File: src/rtl/center_pwm_if.sv
// Bundles the upstream step/compare inputs and the gate-drive outputs
// of the centre-aligned PWM stage.
interface center_pwm_if #(
  parameter int N = 8
) ();

  // Upstream step enable, shared with the triangle counter
  logic         ena;
  // Triangle value: 0 up to 2^N-1 and back down
  logic [N-1:0] tri_in;
  // Requested compare threshold and its one-cycle write strobe
  logic [N-1:0] duty;
  logic         duty_wr;

  // High-side and low-side gate drives
  logic         pwm_h;
  logic         pwm_l;
  // One-cycle pulse after each valley update
  logic         period_start;
  // Shadow register holds a value not yet applied
  logic         duty_pending;

  // Driver side: the triangle source and the duty writer
  modport master (
    output ena, tri_in, duty, duty_wr,
    input  pwm_h, pwm_l, period_start, duty_pending
  );

  // The PWM stage itself
  modport slave (
    input  ena, tri_in, duty, duty_wr,
    output pwm_h, pwm_l, period_start, duty_pending
  );

endinterface

File: src/rtl/center_pwm.sv
// Centre-aligned PWM with a valley-updated duty register and a
// dead-time FSM that keeps the high and low side drives apart.
//
// The duty request is captured into a shadow register at any time and
// only copied to the active compare value at the triangle valley, so
// every period is symmetric. A registered compare (raw_q) feeds a
// four-state FSM that inserts DEAD clk cycles of both-off before the
// high side is allowed to turn on. DEAD must be within 1..255.
module center_pwm #(
  parameter int N    = 8,
  parameter int DEAD = 4
) (
  input  logic       clk,
  input  logic       rst,
  center_pwm_if.slave bus
);

  // Dead-time counter is 8 bits wide, enough for the full 1..255 range
  localparam logic [7:0] DEAD_CNT = 8'(DEAD);

  typedef enum logic [1:0] {
    LOW_ON,
    DEAD_TO_HIGH,
    HIGH_ON,
    DEAD_TO_LOW
  } state_t;

  // Duty path
  logic [N-1:0] shadow;
  logic [N-1:0] duty_active;
  logic         pending;
  logic         period_start_q;
  logic         valley;

  // Compare result
  logic         raw_q;

  // FSM
  state_t       state_q;
  state_t       state_d;
  logic [7:0]   cnt_q;
  logic [7:0]   cnt_d;

  // Registered drives
  logic         pwm_h_d;
  logic         pwm_l_d;
  logic         pwm_h_q;
  logic         pwm_l_q;

  // A valley is a step of the triangle that lands on zero. While ena is
  // low the upstream counter holds its value, so a zero held across
  // several idle cycles still yields exactly one valley.
  assign valley = bus.ena && (bus.tri_in == '0);

  // Shadow capture, valley update of the active duty and the period pulse
  always_ff @(posedge clk) begin
    if (rst) begin
      shadow         <= '0;
      duty_active    <= '0;
      pending        <= 1'b0;
      period_start_q <= 1'b0;
    end else begin
      // NOTE: non-blocking assignments make duty_active take the shadow
      // value from before this edge, even when duty_wr writes shadow on
      // the same edge as the valley.
      if (valley) begin
        duty_active <= shadow;
      end
      if (bus.duty_wr) begin
        shadow <= bus.duty;
      end
      // A write coinciding with the valley leaves the new value pending
      if (bus.duty_wr) begin
        pending <= 1'b1;
      end else if (valley) begin
        pending <= 1'b0;
      end
      period_start_q <= valley;
    end
  end

  // Unsigned compare, registered every clk regardless of ena
  always_ff @(posedge clk) begin
    if (rst) begin
      raw_q <= 1'b0;
    end else begin
      raw_q <= (bus.tri_in < duty_active);
    end
  end

  // FSM state and dead-time counter register
  always_ff @(posedge clk) begin
    if (rst) begin
      state_q <= DEAD_TO_LOW;
      cnt_q   <= DEAD_CNT;
    end else begin
      state_q <= state_d;
      cnt_q   <= cnt_d;
    end
  end

  // Next-state logic: every path into HIGH_ON passes through a full
  // DEAD_TO_HIGH countdown, so the high side always sees DEAD cycles of
  // both-off before it turns on.
  always_comb begin
    // NOTE: defaults first so that every path assigns both outputs and no
    // latch is inferred.
    state_d = state_q;
    cnt_d   = cnt_q;
    unique case (state_q)
      LOW_ON: begin
        if (raw_q) begin
          state_d = DEAD_TO_HIGH;
          cnt_d   = DEAD_CNT;
        end
      end
      DEAD_TO_HIGH: begin
        if (!raw_q) begin
          state_d = LOW_ON;
        end else if (cnt_q == 8'd1) begin
          state_d = HIGH_ON;
        end else begin
          cnt_d = cnt_q - 8'd1;
        end
      end
      HIGH_ON: begin
        if (!raw_q) begin
          state_d = DEAD_TO_LOW;
          cnt_d   = DEAD_CNT;
        end
      end
      DEAD_TO_LOW: begin
        if (raw_q) begin
          // Restart the dead time rather than jumping straight to HIGH_ON
          state_d = DEAD_TO_HIGH;
          cnt_d   = DEAD_CNT;
        end else if (cnt_q == 8'd1) begin
          state_d = LOW_ON;
        end else begin
          cnt_d = cnt_q - 8'd1;
        end
      end
      default: begin
        state_d = DEAD_TO_LOW;
        cnt_d   = DEAD_CNT;
      end
    endcase
  end

  // Moore output decode, taken from the next state so the registered
  // drives line up exactly with the state register
  always_comb begin
    pwm_h_d = (state_d == HIGH_ON);
    pwm_l_d = (state_d == LOW_ON);
  end

  // Glitch-free registered gate drives
  always_ff @(posedge clk) begin
    if (rst) begin
      pwm_h_q <= 1'b0;
      pwm_l_q <= 1'b0;
    end else begin
      pwm_h_q <= pwm_h_d;
      pwm_l_q <= pwm_l_d;
    end
  end

  assign bus.pwm_h        = pwm_h_q;
  assign bus.pwm_l        = pwm_l_q;
  assign bus.period_start = period_start_q;
  assign bus.duty_pending = pending;

  // Shoot-through guard: both sides must never be driven together
  a_no_overlap : assert property (@(posedge clk) disable iff (rst)
    !(pwm_h_q && pwm_l_q));

endmodule
File: src/flat_wrapper.sv
// flat-port wrapper written by rule: the top's interface ports become plain ports
module center_pwm_flat 
#(
  parameter int N    = 8,
  parameter int DEAD = 4
)
  (clk, rst, bus_ena, bus_tri_in, bus_duty, bus_duty_wr, bus_pwm_h, bus_pwm_l, bus_period_start, bus_duty_pending);
  center_pwm_if #(.N(N)) bus_i ();
  input  logic clk;
  input  logic rst;
  input wire logic [$bits(bus_i.ena)-1:0] bus_ena;
  input wire logic [$bits(bus_i.tri_in)-1:0] bus_tri_in;
  input wire logic [$bits(bus_i.duty)-1:0] bus_duty;
  input wire logic [$bits(bus_i.duty_wr)-1:0] bus_duty_wr;
  output wire logic [$bits(bus_i.pwm_h)-1:0] bus_pwm_h;
  output wire logic [$bits(bus_i.pwm_l)-1:0] bus_pwm_l;
  output wire logic [$bits(bus_i.period_start)-1:0] bus_period_start;
  output wire logic [$bits(bus_i.duty_pending)-1:0] bus_duty_pending;
  assign bus_i.ena = bus_ena;
  assign bus_i.tri_in = bus_tri_in;
  assign bus_i.duty = bus_duty;
  assign bus_i.duty_wr = bus_duty_wr;
  assign bus_pwm_h = bus_i.pwm_h;
  assign bus_pwm_l = bus_i.pwm_l;
  assign bus_period_start = bus_i.period_start;
  assign bus_duty_pending = bus_i.duty_pending;
  center_pwm #(.N(N), .DEAD(DEAD)) u_core (.clk(clk), .rst(rst), .bus(bus_i));
endmodule
File: config.mk
export PLATFORM = sky130hd
export DESIGN_NAME = center_pwm_flat
export DESIGN_NICKNAME = d
export VERILOG_FILES = /design/src/rtl/center_pwm_if.sv /design/src/rtl/center_pwm.sv /design/src/flat_wrapper.sv
export SDC_FILE = /design/constraint.sdc
export NUM_CORES = 1
export LEC_CHECK = 0
export ABC_AREA = 1
export CORE_MARGIN = 10
export CORE_UTILIZATION = 52
export DETAILED_ROUTE_END_ITERATION = 7
export PLACE_DENSITY = 0.79
export SYNTH_ARGS = -nofsm -noshare
export SYNTH_HDL_FRONTEND = slang
export SYNTH_SLANG_ARGS = --single-unit
File: constraint.sdc
create_clock -name clk -period 1.58 [get_ports clk]
set_input_delay 0.316 -clock clk [delete_from_list [all_inputs] [get_ports clk]]
set_output_delay 0.316 -clock clk [all_outputs]
set_load 0.005 [all_outputs]
## Word level (Yosys, flattened, before mapping)

Index checks and enable logic that the tools add are counted.

| storage, ports and cells | value |
|---|---|
| ROM bits | 0 |
| bits in registers | 31 |
| latch bits | 0 |
| input bits | 20 |
| memory bits (writable) | 0 |
| memories kept | 0 |

| cells by class | value |
|---|---|
| reductions and logical operators | 6 |
| shifts and indexed selects | 0 |
| equality and inequality tests | 8 |
| $mul | 0 |
| mux-type cells | 15 |
| bitwise gates (word level) | 0 |
| add/subtract/negate cells | 1 |
| divide/modulo/power cells | 0 |
| order comparisons | 1 |

Operator list:

| cell | number |
|---|---|
| $mux 8 | 5 |
| $pmux 8 s4 | 1 |
| $mux 2 | 6 |
| $eq 8x1->1 const B | 1 |
| $logic_not 8->1 | 1 |
| $lt 8x8->1 | 1 |
| $pmux 2 s4 | 1 |
| $sub 8x1->8 const B | 1 |
| $eq 2x2->1 const B | 3 |
| $logic_not 2->1 | 2 |
| $ne 2x1->1 const B | 2 |
| $reduce_and 3->1 | 1 |
| $eq 2x1->1 const B | 1 |
| $mux 1 | 2 |
| $ne 2x2->1 const B | 1 |
| $reduce_bool 2->1 | 1 |
| $logic_and 1x1->1 | 1 |

## Depth between registers and ports, before layout

| logic depth | value |
|---|---|
| depth after elaboration | 5 |
| mapped depth | 9 |
| mapped depth without buffers | 9 |

## Least setup slack after synthesis

OpenSTA, ideal clock, no wires.

| timing | value |
|---|---|
| kind | flip-flop to flip-flop |
| from | register u_core.cnt_q[1] |
| to | register u_core.state_q[1] |
| buffers on the path | 0 |
| library setup time | 0.121 ns |
| setup slack | 0.432 ns |
| period minus slack after synthesis | 1.148 ns |
| cell stages (with the launch flop) | 8 |
| data required time | 1.459 ns |
| arrival | 1.027 ns |
| cells stage by stage | dfxtp_1 -> inv_1 -> ha_1 -> nand3_1 -> nor2_4 -> nand3_1 -> nand3b_2 -> nand2_1 |

| on the way | value |
|---|---|
| word-level cells in the longest chain between the ends | 4 |
| elaborated cells on any way between the ends | 6 |

Ends and longest elaborated chain:

| item | line | source |
|---|---|---|
| from (decl) | center_pwm.sv:41 | `logic [7:0] cnt_q;` |
| from (signal assigned) | center_pwm.sv:98 | `cnt_q <= cnt_d;` |
| $eq 8x1->1 * | center_pwm.sv:120, center_pwm.sv:137 |  |
| $mux 2 (on tied branches) | center_pwm.sv:137, center_pwm.sv:120 |  |
| $mux 2 (on tied branches) | center_pwm.sv:133, center_pwm.sv:118 |  |
| $pmux 2 s4 * | center_pwm.sv:110 | `unique case (state_q)` |
| to (signal assigned) | center_pwm.sv:97 | `state_q <= state_d;` |
| to (decl) | center_pwm.sv:39 | `state_t state_q;` |

Every way passes the cells marked *; elsewhere a longest branch is shown, timed or not.
A chain may end at the register's enable or synchronous reset.

## Worst setup path after layout

| timing | value |
|---|---|
| from | register u_core.pending, in the netlist u_core.bus.duty_pending |
| to | output port bus_duty_pending |

RTL lines:

| item | line | source |
|---|---|---|
| from (decl) | center_pwm.sv:31 | `logic pending;` |
| from (signal assigned) | center_pwm.sv:60 | `pending <= 1'b0;` |
| from (signal assigned) | center_pwm.sv:74 | `pending <= 1'b1;` |
| from (signal assigned) | center_pwm.sv:76 | `pending <= 1'b0;` |
| to (decl) | flat_wrapper.sv:18 | `output wire logic [$bits(bus_i.duty_pending)-1:0] bus_duty_pending;` |

No word-level cell between the ends.

==> metrics.cfg <==
[worst_setup_path]
start_kind = flop
endpoint_kind = output port
ff2ff_path_depth = 8
cpMaxStageDelayCell = clkdlybuf4s50_1
slowest_delay_ns = 0.50
cp_cell_sequence = clkdlybuf4s50_1
critPathMaxFanout = 2
crit_start = u_core.bus.duty_pending
cp.arrival_ns = 1.18
worst_ep_required_time_ns = 1.26
crit_buf_inv = 1
path_class = flop to output port
cp.depth = 1
r2r-start = u_core.cnt_q[1]
critical-path-top-delay-family = buffers and inverters

[placement]
dp_hpwl_mm = 2.43
placed_cells = 274
gp_congestion = 0.864
dp_slack_ns = 0.0353
numPortBuffers = 23

[synth]
synth.avg_cell_area_sq_um = 7.06
synthArstFlopShare = 0
ys_warn_count = 0
ys_types = 26
synth-seq-cells = 31
synth_edf_count = 0
synth_fp_nets = 246
ys.flop_type = dfxtp_1
synth_area_leaders = dfxtp_1 (40%), nor2_1 (14%), ha_1 (7.3%)
synth_top_area_share = 0.405
yosys.area.top_type = dfxtp_1
synthCells = 217
yosysSeqAreaShare = 0.405
syn_area_sq_mm = 0.00153

[clock_tree]
cts_tree = done
clk_latency_ns = 0.33
cts_resized = 0
path_clk_slew_ns = 0.09
root_buffer = clkbuf_4
post_cts_buffers = 0
clock_path_buffers = 2
htreeDepth = 2
numCtsBuffers = 5
clock-sinks = 31
postCtsHoldBufs = 0

[die]
start_util = 0.551
fp.dieW_microns = 74.3
num_rows = 19
io_pins = 24
core_sq_mm = 0.00278
die_h_microns = 74.3
die_area_sq_mm = 0.00552

[final_layout]
fin_cells = 282
syn_to_final_growth_pct = 22.7
antenna_cells = 0
n_fill_cell = 246
seqCellArea_sq_um = 621
layout_common_cells = nor2_1 (57), dfxtp_1 (31), nand2_1 (28)
final_nets = 279
final_util = 0.676
drive_gt1_frac = 0.104
layout_commonest_cell = nor2_1
multiInputGateArea_sq_um = 795

[sta]
relSlewSlack = 0.786
worstMarginPinSlew_ns = 0.319
drv_slew = 0
max_freq_ghz = 0.668
finClkSkew_ns = 0.00658
fin_crit_ns = 1.50
hold_viol_final = 0
rsz0062_at_grt = no
setup_slack_ns = 0.0824
setup_viol = 0
fin_setup_tns_ns = 0
timing.final.crit_share = 0.948

[power]
power.density_mw_per_mm2 = 1070
p_leak_nw = 0.843
ir_worst_vdd_mv = 1.06

[grt]
grt_max_degree = 17
grt-ovfl-total = 0
grt_pass1_vias = 1198
grt_pass1_wl_mm = 5.34
grt_usage = 0.124
antenna_found_initial = 0

[detailed_routing]
firstDrtPassIters = 4
ant_nets = 0
wl_per_cell_microns = 11.4
drc_errors = 0
via_per_inst = 5.01
dr.first_iter.drc_count = 119
dr_total_vias = 1413
finalWirelength_mm = 3.22

[run]
max_cap_violations = 0

[min_path]
hold_class = flop to flop
worstHoldStart = u_core.bus.duty_pending
holdPathStages = 2

[run_status]
run_status = completed

[worst min-delay path, stage by stage (launching register included)]
cell	delay [ns]
dfxtp_1	0.32
nand2_1	0.06
a21oi_1	0.06
[cell usage after synthesis, types with 3 or more instances]
library cell and n:
nor2_1 57, dfxtp_1 31, nand2_2 3, inv_2 3, a21oi_1 13, ha_1 9, o21ai_0 22, nand2_1 28
inv_1 25, nand3_1 7
[path summary, 6_finish.rpt]
kind,to,slack [ns]
worst max-delay path,bus_duty_pending,0.08
worst min-delay path,u_core.bus.duty_pending,0.48
worst max register to register,u_core.bus.pwm_l,0.31
worst min register to register,u_core.bus.duty_pending,0.48
[registers in the layout (all words and copies together), names as in the netlist]
signal and flops:
u_core.cnt_q 8, u_core.state_q 2, u_core.bus.period_start 1, u_core.duty_active 8
u_core.raw_q 1, u_core.shadow 8, u_core.bus.pwm_l 1, u_core.bus.pwm_h 1
u_core.bus.duty_pending 1
[report_power, final]
part	internal, W	switching, W
Combinational	0.000266	0.000356
Sequential	0.000872	0.0000866
Clock	0.000173	0.000263
Total	0.00131	0.000705
[metal layers]
layer  GRT usage  share of wire  up-vias  routed length, microns
met5           0              0        -                       0
met4      0.0427          0.016        0                      51
met3      0.0585          0.066        6                     213
met2       0.181           0.43       35                    1400
met1       0.157           0.48      618                    1560
li1            -              -      754                       -
[cell families (layout without fill, tap and decap cells)]
| group | count (synthesis) | after routing | share of synthesized area |
|---|---|---|---|
| and+or+nand+nor | 105 | 105 | 0.298 |
| AOI/OAI and AO/OA | 41 | 41 | 0.147 |
| DFF | 31 | 31 | 0.405 |
| buffers and inverters | 31 | 65 | 0.0767 |
| adders and majority gates | 9 | 9 | 0.0735 |
[layout make-up]
type                            count  share of cell area
Clock buffer                        7              0.0240
Clock inverter                      1             0.00266
Inverter                           29              0.0579
Multi-Input combinational cell    155               0.422
Sequential cell                    31               0.330
Tap cell                           31              0.0206
Timing Repair Buffer               28               0.142
[stage by stage]
| stage | power (W) | hold slack (ns) | area [sq um] |
|---|---|---|---|
| 2_1_floorplan | 0.00142 | 0.449 | 1530 |
| 3_3_place_gp | 0.00158 | 0.459 | 1830 |
| 3_5_place_dp | 0.00159 | 0.472 | 1830 |
| 4_1_cts | 0.00203 | 0.487 | 1880 |
| 5_1_grt | 0.00217 | 0.512 | 1880 |
| 6_report | 0.00202 | 0.482 | 1880 |
Power figures use the tool's default switching activity.
